File: src/rtl/ahb_burst_gen_if.sv
`timescale 1ns/1ps
// ahb_burst_gen_if
// AHB-Lite bus bundle between the burst generator (master) and a single
// slave such as bridge_top's AHB port.
//   haddr/hwrite/htrans/hburst/hsize : address phase control, master driven
//   hwdata                           : write data phase, master driven
//   hreadyin                         : ready fed back into the slave, master driven
//   hreadyout/hrdata/hresp           : slave ready, read data and response
interface ahb_burst_gen_if #(
    parameter int ADDR_W = 32,
    parameter int DATA_W = 32
);
    logic [ADDR_W-1:0] haddr;
    logic [DATA_W-1:0] hwdata;
    logic              hwrite;
    logic [1:0]        htrans;
    logic [2:0]        hburst;
    logic [2:0]        hsize;
    logic              hreadyin;
    logic              hreadyout;
    logic [DATA_W-1:0] hrdata;
    logic [1:0]        hresp;

    modport master (
        output haddr, hwdata, hwrite, htrans, hburst, hsize, hreadyin,
        input  hreadyout, hrdata, hresp
    );

    modport slave (
        input  haddr, hwdata, hwrite, htrans, hburst, hsize, hreadyin,
        output hreadyout, hrdata, hresp
    );
endinterface

File: src/rtl/ahb_burst_gen.sv
`timescale 1ns/1ps
// ahb_burst_gen
// Command-driven AHB-Lite master. One start strobe launches a SINGLE,
// INCR4/8/16 or WRAP4/8/16 read or write burst; the engine handles wait
// states, the 1KB boundary rule for INCR bursts and two-cycle ERROR aborts.
//   hclk, hresetn            : clock (rising edge), asynchronous active-low reset
//   start, cmd_*             : command strobe and burst description (sampled in IDLE)
//   busy, done, err          : status; done/err are single-cycle pulses
//   rd_data, rd_valid        : captured read beat and its one-cycle strobe
//   ahb (master modport)     : AHB-Lite bus
module ahb_burst_gen #(
    parameter int ADDR_W = 32,
    parameter int DATA_W = 32
) (
    input  logic              hclk,
    input  logic              hresetn,
    input  logic              start,
    input  logic              cmd_write,
    input  logic [2:0]        cmd_burst,
    input  logic [ADDR_W-1:0] cmd_addr,
    input  logic [DATA_W-1:0] cmd_data,
    output logic              busy,
    output logic              done,
    output logic              err,
    output logic [DATA_W-1:0] rd_data,
    output logic              rd_valid,
    ahb_burst_gen_if.master   ahb
);
    localparam int         BYTES      = DATA_W / 8;
    localparam logic [2:0] HSIZE      = 3'($clog2(BYTES));
    localparam logic [1:0] TR_IDLE    = 2'b00;
    localparam logic [1:0] TR_NONSEQ  = 2'b10;
    localparam logic [1:0] TR_SEQ     = 2'b11;
    localparam logic [1:0] RESP_ERROR = 2'b01;

    typedef enum logic [1:0] {S_IDLE, S_BURST, S_LAST, S_ABORT} state_t;

    state_t            state_q, state_n;
    logic [1:0]        htrans_q, htrans_n;
    logic [ADDR_W-1:0] haddr_q, haddr_n;
    logic [DATA_W-1:0] hwdata_q, hwdata_n;
    logic              hwrite_q, hwrite_n;
    logic [2:0]        hburst_q, hburst_n;
    logic              busy_q, busy_n;
    logic              done_q, done_n;
    logic              err_q, err_n;
    logic [DATA_W-1:0] rd_data_q, rd_data_n;
    logic              rd_valid_q, rd_valid_n;
    logic [DATA_W-1:0] seed_q, seed_n;
    logic [4:0]        ic_q, ic_n;
    logic              dphase_q, dphase_n;

    logic [4:0]        num_beats;
    logic [4:0]        ic_inc;
    logic              is_wrap;
    logic [ADDR_W-1:0] wrap_mask;
    logic [ADDR_W-1:0] incr_addr;
    logic [ADDR_W-1:0] next_addr;
    logic              crosses_1k;
    logic              error_first;

    function automatic logic [4:0] beats_of(input logic [2:0] burst);
        case (burst)
            3'b010, 3'b011: beats_of = 5'd4;
            3'b100, 3'b101: beats_of = 5'd8;
            3'b110, 3'b111: beats_of = 5'd16;
            default:        beats_of = 5'd1;
        endcase
    endfunction

    assign num_beats = beats_of(hburst_q);
    assign ic_inc    = ic_q + 5'd1;
    assign is_wrap   = (hburst_q == 3'b010) || (hburst_q == 3'b100) || (hburst_q == 3'b110);
    assign wrap_mask = ADDR_W'(32'(num_beats) * 32'(BYTES) - 32'd1);
    assign incr_addr = haddr_q + ADDR_W'(BYTES);
    // Wrapping keeps the bits above the burst window and cycles the offset inside it.
    assign next_addr = is_wrap ? ((haddr_q & ~wrap_mask) | (incr_addr & wrap_mask)) : incr_addr;
    // An INCR beat entering a new 1KB page must restart with NONSEQ.
    assign crosses_1k = !is_wrap && (haddr_q[ADDR_W-1:10] != incr_addr[ADDR_W-1:10]);
    // First cycle of a two-cycle ERROR response on an outstanding data phase.
    assign error_first = dphase_q && !ahb.hreadyout && (ahb.hresp == RESP_ERROR);

    always_comb begin
        state_n    = state_q;
        htrans_n   = htrans_q;
        haddr_n    = haddr_q;
        hwdata_n   = hwdata_q;
        hwrite_n   = hwrite_q;
        hburst_n   = hburst_q;
        busy_n     = busy_q;
        done_n     = 1'b0;
        err_n      = 1'b0;
        rd_data_n  = rd_data_q;
        rd_valid_n = 1'b0;
        seed_n     = seed_q;
        ic_n       = ic_q;
        dphase_n   = dphase_q;

        case (state_q)
            S_IDLE: begin
                if (start) begin
                    state_n  = S_BURST;
                    htrans_n = TR_NONSEQ;
                    haddr_n  = cmd_addr & ~ADDR_W'(BYTES - 1);
                    hwrite_n = cmd_write;
                    hburst_n = cmd_burst;
                    seed_n   = cmd_data;
                    ic_n     = 5'd0;
                    dphase_n = 1'b0;
                    busy_n   = 1'b1;
                end
            end
            S_BURST: begin
                if (error_first) begin
                    htrans_n = TR_IDLE;
                    state_n  = S_ABORT;
                end else if (ahb.hreadyout) begin
                    if (dphase_q && !hwrite_q && (ahb.hresp != RESP_ERROR)) begin
                        rd_data_n  = ahb.hrdata;
                        rd_valid_n = 1'b1;
                    end
                    // Beat ic's data phase starts now, so its write data is launched here.
                    if (hwrite_q) begin
                        hwdata_n = seed_q + DATA_W'(ic_q);
                    end
                    dphase_n = 1'b1;
                    ic_n     = ic_inc;
                    if (ic_inc < num_beats) begin
                        htrans_n = crosses_1k ? TR_NONSEQ : TR_SEQ;
                        haddr_n  = next_addr;
                    end else begin
                        htrans_n = TR_IDLE;
                        state_n  = S_LAST;
                    end
                end
            end
            S_LAST: begin
                if (error_first) begin
                    state_n = S_ABORT;
                end else if (ahb.hreadyout) begin
                    if (dphase_q && !hwrite_q && (ahb.hresp != RESP_ERROR)) begin
                        rd_data_n  = ahb.hrdata;
                        rd_valid_n = 1'b1;
                    end
                    dphase_n = 1'b0;
                    state_n  = S_IDLE;
                    done_n   = 1'b1;
                    busy_n   = 1'b0;
                end
            end
            S_ABORT: begin
                if (ahb.hreadyout) begin
                    dphase_n = 1'b0;
                    state_n  = S_IDLE;
                    done_n   = 1'b1;
                    err_n    = 1'b1;
                    busy_n   = 1'b0;
                end
            end
            default: begin
                state_n = S_IDLE;
            end
        endcase
    end

    always_ff @(posedge hclk or negedge hresetn) begin
        if (!hresetn) begin
            state_q    <= S_IDLE;
            htrans_q   <= TR_IDLE;
            haddr_q    <= '0;
            hwdata_q   <= '0;
            hwrite_q   <= 1'b0;
            hburst_q   <= 3'b000;
            busy_q     <= 1'b0;
            done_q     <= 1'b0;
            err_q      <= 1'b0;
            rd_data_q  <= '0;
            rd_valid_q <= 1'b0;
            seed_q     <= '0;
            ic_q       <= 5'd0;
            dphase_q   <= 1'b0;
        end else begin
            state_q    <= state_n;
            htrans_q   <= htrans_n;
            haddr_q    <= haddr_n;
            hwdata_q   <= hwdata_n;
            hwrite_q   <= hwrite_n;
            hburst_q   <= hburst_n;
            busy_q     <= busy_n;
            done_q     <= done_n;
            err_q      <= err_n;
            rd_data_q  <= rd_data_n;
            rd_valid_q <= rd_valid_n;
            seed_q     <= seed_n;
            ic_q       <= ic_n;
            dphase_q   <= dphase_n;
        end
    end

    assign ahb.htrans   = htrans_q;
    assign ahb.haddr    = haddr_q;
    assign ahb.hwdata   = hwdata_q;
    assign ahb.hwrite   = hwrite_q;
    assign ahb.hburst   = hburst_q;
    assign ahb.hsize    = HSIZE;
    assign ahb.hreadyin = ahb.hreadyout;
    assign busy         = busy_q;
    assign done         = done_q;
    assign err          = err_q;
    assign rd_data      = rd_data_q;
    assign rd_valid     = rd_valid_q;
endmodule

File: src/flat_wrapper.sv
// flat-port wrapper written by rule: the top's interface ports become plain ports
module ahb_burst_gen_flat 
#(
    parameter int ADDR_W = 32,
    parameter int DATA_W = 32
)
  (hclk, hresetn, start, cmd_write, cmd_burst, cmd_addr, cmd_data, busy, done, err, rd_data, rd_valid, ahb_haddr, ahb_hwdata, ahb_hwrite, ahb_htrans, ahb_hburst, ahb_hsize, ahb_hreadyin, ahb_hreadyout, ahb_hrdata, ahb_hresp);
  ahb_burst_gen_if #(.ADDR_W(ADDR_W), .DATA_W(DATA_W)) ahb_i ();
  input  logic hclk;
  input  logic hresetn;
  input  logic start;
  input  logic cmd_write;
  input  logic [2:0] cmd_burst;
  input  logic [ADDR_W-1:0] cmd_addr;
  input  logic [DATA_W-1:0] cmd_data;
  output logic busy;
  output logic done;
  output logic err;
  output logic [DATA_W-1:0] rd_data;
  output logic rd_valid;
  output wire logic [$bits(ahb_i.haddr)-1:0] ahb_haddr;
  output wire logic [$bits(ahb_i.hwdata)-1:0] ahb_hwdata;
  output wire logic [$bits(ahb_i.hwrite)-1:0] ahb_hwrite;
  output wire logic [$bits(ahb_i.htrans)-1:0] ahb_htrans;
  output wire logic [$bits(ahb_i.hburst)-1:0] ahb_hburst;
  output wire logic [$bits(ahb_i.hsize)-1:0] ahb_hsize;
  output wire logic [$bits(ahb_i.hreadyin)-1:0] ahb_hreadyin;
  input wire logic [$bits(ahb_i.hreadyout)-1:0] ahb_hreadyout;
  input wire logic [$bits(ahb_i.hrdata)-1:0] ahb_hrdata;
  input wire logic [$bits(ahb_i.hresp)-1:0] ahb_hresp;
  assign ahb_haddr = ahb_i.haddr;
  assign ahb_hwdata = ahb_i.hwdata;
  assign ahb_hwrite = ahb_i.hwrite;
  assign ahb_htrans = ahb_i.htrans;
  assign ahb_hburst = ahb_i.hburst;
  assign ahb_hsize = ahb_i.hsize;
  assign ahb_hreadyin = ahb_i.hreadyin;
  assign ahb_i.hreadyout = ahb_hreadyout;
  assign ahb_i.hrdata = ahb_hrdata;
  assign ahb_i.hresp = ahb_hresp;
  ahb_burst_gen #(.ADDR_W(ADDR_W), .DATA_W(DATA_W)) u_core (.hclk(hclk), .hresetn(hresetn), .start(start), .cmd_write(cmd_write), .cmd_burst(cmd_burst), .cmd_addr(cmd_addr), .cmd_data(cmd_data), .busy(busy), .done(done), .err(err), .rd_data(rd_data), .rd_valid(rd_valid), .ahb(ahb_i));
endmodule
File: config.mk
export PLATFORM = sky130hd
export DESIGN_NAME = ahb_burst_gen_flat
export DESIGN_NICKNAME = d
export VERILOG_FILES = /design/src/rtl/ahb_burst_gen_if.sv /design/src/rtl/ahb_burst_gen.sv /design/src/flat_wrapper.sv
export SDC_FILE = /design/constraint.sdc
export NUM_CORES = 1
export LEC_CHECK = 0
export CAP_MARGIN = 0
export CORE_MARGIN = 2
export CORE_UTILIZATION = 48
export DETAILED_ROUTE_END_ITERATION = 6
export HOLD_SLACK_MARGIN = 0.05
export PLACE_DENSITY_LB_ADDON = 0.15
export SETUP_SLACK_MARGIN = 0.3
export SLEW_MARGIN = 20
export SYNTH_ARGS = -nofsm -noshare
export SYNTH_HDL_FRONTEND = slang
export SYNTH_SLANG_ARGS = --single-unit
File: constraint.sdc
create_clock -name hclk -period 3.21 [get_ports hclk]
set_input_delay 0.642 -clock hclk [delete_from_list [all_inputs] [get_ports hclk]]
set_output_delay 0.642 -clock hclk [all_outputs]
set_load 0.01 [all_outputs]
==> flow_summary.toml, run 1 <==
[place]
preCtsSetupSlack_ps = 368
place_area_um2 = 9560
dp_hpwl_um = 14000
dp_cells = 1069
globalplace.congestion = 0.813
port-buffer-count = 208

[power_and_ir_drop]
p_total_mw = 9.83
peakVddDrop_v = 0.000662
power.internal_mw = 6.36
cellLeakagePower_nw = 4.24
power_density_nw_per_um2 = 961
swShare = 0.353
seqPwrFrac = 0.352
pwr-share-clk = 0.224
p_sw_mw = 3.47
combPwrFrac = 0.424

[layout]
final_cell_area_um2 = 10200
final_common_cell = "clkdlybuf4s50_1"
insertedDiodeCount = 0
stdcell_count = 1101
nNetsFinal = 1025
syn_to_final_growth_pct = 41.7
layout-drive-gt1-share = 0.145
final_cell_mix = "clkdlybuf4s50_1 (207), dfrtp_1 (144), nand2_1 (80)"

[sta]
rsz0062_at_grt = "yes"
fin_ws_ps = 421
fin_worst_skew_ps = 10.3
setup_tns_ps = 0
final-hold-violation-count = 0
min_period_ps = 2790
fin_crit_sh = 0.869
worst_pin_slew_ps = 899
fmax_ghz = 0.359
setup-violations-final = 0
slew_viol_final = 0
slew_headroom = 0.397

[clock_tree]
cts_buffers = 17
clkTransAtPathRegs_ps = 60
clock_latency_ps = 430
cts_sinks = 144
cts_root_buf = "clkbuf_16"
h-tree-depth = 4
cts_setup_buffers = 0
cts_tree = "yes"
ctsLongestPathBuffers = 2

[critical_path]
cp-startpoint = "u_core.ic_q[0]$_DFFE_PN0P_"
cp-end-kind = "flop"
critical_path_class = "flop to flop"
r2r-start = "u_core.ic_q[0]$_DFFE_PN0P_"
path_max_fanout = 8
start_kind = "flop"
crit_required_ps = 3570
critical_path_arrival_ps = 3150
slowest_stage = "or4_1"
path_cells = "ha_1 -> nand3_1 -> xnor2_1 -> ha_1 -> and3_1 -> a221oi_4 -> nand2_2 -> or4_1 -> nand3_1"
worst_path_largest_cell_delay_ps = 510

[floorplan]
die_w_um = 127
fp.dieH_um = 127
rows = 44
boundaryPins = 216
dieArea_um2 = 16000
start_util = 0.495
core_um2 = 14600

[grt]
grt_pass1_vias = 6256
grt_start_max_net_pins = 59
grt_usage = 0.243
grt_overflow = 0
grt_antenna_before_repair = 0
grt_pass1_wl_um = 31100

[drt]
drt_wl_total_um = 19200
ant_nets = 0
dr.pass1.iters = 6
vias = 6292
drc = 0
vias_per_cell = 5.71
wl_per_cell_um = 17.5
drt_iter0_markers = 335

[min_path]
min_path_type = "input port to asynchronous set/reset pin"

[yosys]
ys_types = 57
seq_area_frac_synth = 0.499
syn_inst = 693
yosys_warnings = 0
ys_ff_latch = 144
synth.avg_cell_area_um2 = 10.4
synth-edff-count = 0
async_flop_share = 1.00
synth_area_um2 = 7220
yosys_most_used_dff = "dfrtp_1"

[run_status]
status = "finished clean"

[flow_run]
maxCapViolCount = 0
## kinds of logic (layout without fill, tap and decap cells)
| logic type | count (synthesis) | after routing | share of synthesized area |
|---|---|---|---|
| buffers and inverters | 52 | 273 | 0.0309 |
| flip-flops | 144 | 144 | 0.499 |
| XOR/XNOR | 26 | 26 | 0.0315 |
| other | 2 | 5 | 0.00104 |
| multiplexers | 73 | 73 | 0.113 |
| AO/OA/AOI/OAI | 169 | 169 | 0.150 |
| adder cells (fa/ha/maj) | 15 | 15 | 0.0270 |
| AND/OR/NAND/NOR | 212 | 212 | 0.147 |
## critical path: cells and delay by family (launching register included)
| family | cells | cell delay [ps] |
|---|---|---|
| compound gates | 1 | 370 |
| xor+xnor | 1 | 160 |
| fa+ha+maj | 2 | 610 |
| flops | 1 | 420 |
| simple gates | 5 | 1150 |
## per-layer routing
layer  part of all wire  up-vias  GRT usage
li1                   -     2953          -
met1               0.40     3084      0.297
met2               0.50      230      0.399
met3              0.085       25     0.0907
met4              0.016        0     0.0814
met5                  0        -          0
## state kept, by name (all words and copies together), names as in the netlist, 2 cells and up
signal             flops
u_core.rd_data        32
u_core.ahb.haddr      30
u_core.ahb.hburst      3
u_core.ic_q            5
u_core.seed_q         32
u_core.ahb.htrans      2
u_core.state_q         2
u_core.ahb.hwdata     32
## final cells by class
class / instances / area (um^2)
sequential: 144 / 3600
clock buffer: 21 / 480
inverter: 15 / 56.3
tap: 184 / 230
fill: 1068 / 4360
timing repair buffer: 226 / 2250
clock inverter: 11 / 183
multi-input combinational: 500 / 3430
## timing repair
item,4_1_cts,5_1_grt
resized for setup,0,1
endpoints found under the setup margin,0,2
hold buffers,0,0
## path summary, 6_finish.rpt
kind	to	slack, ps	depth (start not counted)
setup / recovery	u_core.ahb.haddr[7]$_DFFE_PN0P_	420	9
hold / removal	u_core.ahb.hwdata[8]$_DFFE_PN0P_	180	1
setup reg to reg	u_core.ahb.haddr[7]$_DFFE_PN0P_	420	9
hold reg to reg	u_core.ahb.hwdata[10]$_DFFE_PN0P_	480	2
max in group asynchronous	u_core.rd_data[8]$_DFFE_PN0P_	2180	2
min in group hclk	u_core.ahb.hwdata[10]$_DFFE_PN0P_	480	2
## per-stage QoR
stage,util,hold WS [ps]
6_report,0.701,184
5_1_grt,0.701,221
4_1_cts,0.701,204
3_5_place_dp,0.656,466
3_3_place_gp,0.656,463
2_1_floorplan,-,346
## synth_stat cells (3+ instances only)
cell type	n	share of area
a41oi_1	4	0.0049
or3_1	6	0.0052
nor3_1	7	0.0049
xnor2_1	3	0.0036
a21oi_1	16	0.011
nand2_1	80	0.042
nand3_1	29	0.020
a32oi_1	4	0.0049
nor2b_1	6	0.0052
nor2_1	28	0.015
a211oi_1	3	0.0031
inv_1	15	0.0078
mux2_2	69	0.11
o211ai_1	11	0.011
nand4_1	14	0.012
clkbuf_1	29	0.015
o21ai_0	73	0.051
a21o_1	3	0.0031
dfrtp_1	144	0.50
a22o_1	3	0.0036
and3_1	9	0.0078
o22ai_1	4	0.0035
nand2b_1	4	0.0035
o311ai_0	11	0.013
a31oi_1	15	0.013
xor2_1	23	0.028
and2_1	9	0.0078
mux2i_1	4	0.0055
nor4_1	4	0.0035
ha_1	14	0.024
buf_4	7	0.0073
o21a_1	4	0.0042
and4_1	4	0.0049
o2111ai_1	5	0.0061
## power groups by stage
stage	Sequential (mW)	Combinational, mW	Clock (mW)
2_1_floorplan	3.56	1.99	0
4_1_cts	3.45	4.20	2.22
5_1_grt	3.59	4.55	2.31
3_5_place_dp	3.47	4.16	0
3_3_place_gp	3.40	4.03	0
6_report	3.46	4.17	2.20
Power figures use the tool's default switching activity.
==> inputs of run 2 (changes only) <==
--- a/config.mk
+++ b/config.mk
@@ -6,7 +6,6 @@
 export NUM_CORES = 1
 export LEC_CHECK = 0
 export CAP_MARGIN = 0
-export CORE_MARGIN = 2
 export CORE_UTILIZATION = 48
 export DETAILED_ROUTE_END_ITERATION = 6
 export HOLD_SLACK_MARGIN = 0.05
==> run 2 against run 1 <==
Design area fell by 0.56%; sequential power barely moved; register-to-register slack got worse by 20 ps; cell count did not move; worst hold slack got worse by 16 ps; total power fell by 1.2%; critical path type unchanged; largest cell class unchanged; largest power group unchanged.
==> flow_summary.toml, run 2 (synthesized netlist as in run 1, its figures left out) <==
[floorplan]
rows = 44
die_w_um = 125
dieArea_um2 = 15500
boundaryPins = 216
core_um2 = 14600
fp.dieH_um = 125
start_util = 0.495

[layout]
nNetsFinal = 1025
syn_to_final_growth_pct = 40.9
fin_util = 0.697
final_common_cell = "clkdlybuf4s50_1"
stdcell_count = 1101
insertedDiodeCount = 0
fillers = 1062
final_cell_mix = "clkdlybuf4s50_1 (207), dfrtp_1 (143), nand2_1 (80)"
layout-drive-gt1-share = 0.148
final_cell_area_um2 = 10200

[clock_tree]
clock_latency_ps = 430
cts_sinks = 144
cts_buffers = 17
ctsLongestPathBuffers = 2
clkTransAtPathRegs_ps = 60
postCtsHoldBufs = 0
cts_tree = "yes"
cts_root_buf = "clkbuf_16"
h-tree-depth = 4

[drt]
ant_nets = 0
drt_wl_total_um = 19400
drc = 0
wl_per_cell_um = 17.6
dr.pass1.iters = 5
drt_iter0_markers = 436
vias_per_cell = 5.77
vias = 6356

[place]
dp_hpwl_um = 13800
dp_cells = 1068
globalplace.congestion = 0.848
port-buffer-count = 208
preCtsSetupSlack_ps = 351
place_area_um2 = 9530

[run_status]
status = "finished clean"

[grt]
grt_overflow = 0
grt_usage = 0.258
grt_pass1_vias = 6440
grt_pass1_wl_um = 31900
grt_start_max_net_pins = 62
grt_antenna_before_repair = 0

[power_and_ir_drop]
p_total_mw = 9.71
peakVddDrop_v = 0.000585
power_density_nw_per_um2 = 955
cellLeakagePower_nw = 4.20

[critical_path]
critical_path_class = "flop to flop"
start_kind = "flop"
cp-end-kind = "flop"
crit_required_ps = 3570
reg2regPathDepth = 10
path_max_fanout = 8
critical_path_arrival_ps = 3160

[sta]
fmax_ghz = 0.357
slew_headroom = 0.343
slew_viol_final = 0
fin_worst_skew_ps = 10.0
min_period_ps = 2800
hold_ws_ps = 168
fin_ws_ps = 405
fin_crit_sh = 0.874
final-hold-violation-count = 0
worst_pin_slew_ps = 979
setup_tns_ps = 0
setup-violations-final = 0
rsz0062_at_grt = "no"

[flow_run]
maxCapViolCount = 0

[min_path]
min_path_type = "input port to asynchronous set/reset pin"
-- run 2: cell count changes in the layout (fill, tap and decap cells not counted), moves of 2 or more --
cell / change
buf_12: -2
clkinv_4: +3
clkbuf_8: -4
clkinvlp_4: +2
buf_4: +2
-- run 2: per-layer routing --
| metal | track usage | share of wire |
|---|---|---|
| met1 | 0.303 | 0.40 |
| met2 | 0.438 | 0.50 |
| met3 | 0.0898 | 0.089 |
| met4 | 0.0865 | 0.014 |
| met5 | 0 | 0 |
-- run 2: worst paths after layout --
kind / startpoint / to / slack, ps
setup / recovery: u_core.ic_q[1]$_DFFE_PN0P_ / u_core.ahb.haddr[7]$_DFFE_PN0P_ / 410
min in group hclk: u_core.ahb.hwdata[6]$_DFFE_PN0P_ / u_core.ahb.hwdata[6]$_DFFE_PN0P_ / 470
setup reg to reg: u_core.ic_q[1]$_DFFE_PN0P_ / u_core.ahb.haddr[7]$_DFFE_PN0P_ / 410
hold / removal: hresetn / u_core.seed_q[9]$_DFFE_PN0P_ / 170
hold reg to reg: u_core.ahb.hwdata[6]$_DFFE_PN0P_ / u_core.ahb.hwdata[6]$_DFFE_PN0P_ / 470
max in group asynchronous: hresetn / u_core.ic_q[0]$_DFFE_PN0P_ / 2210
-- run 2: repair_timing --
action,4_1_cts,5_1_grt
setup endpoints to repair,0,10
buffers inserted,0,1
resized for setup,0,4
-- run 2: area by class of cell --
class	instances	area (um^2)	area share
Clock buffer	17	425	0.0418
Clock inverter	15	194	0.0191
Inverter	15	56.3	0.00553
Multi-Input combinational cell	500	3440	0.338
Sequential cell	144	3600	0.354
Tap cell	184	230	0.0226
Timing Repair Buffer	226	2220	0.218
-- run 2: critical path, cell delays in order, from the launching register on --
cell and delay [ps]:
dfrtp_1 410, ha_2 240, nand3_1 130, xnor2_2 180, ha_1 370, and3_1 240, a221oi_4 220, buf_4 190
nand2_2 140, or4_1 520, nand3_1 100
-- run 2: power by group --
group / total [mW] / leakage (nW) / switching, mW / internal (mW)
registers: 3.47 / 1.78 / 0.808 / 2.66
clock network: 2.07 / 0.298 / 0.779 / 1.29
logic: 4.17 / 2.12 / 1.92 / 2.26
total: 9.71 / 4.20 / 3.50 / 6.21
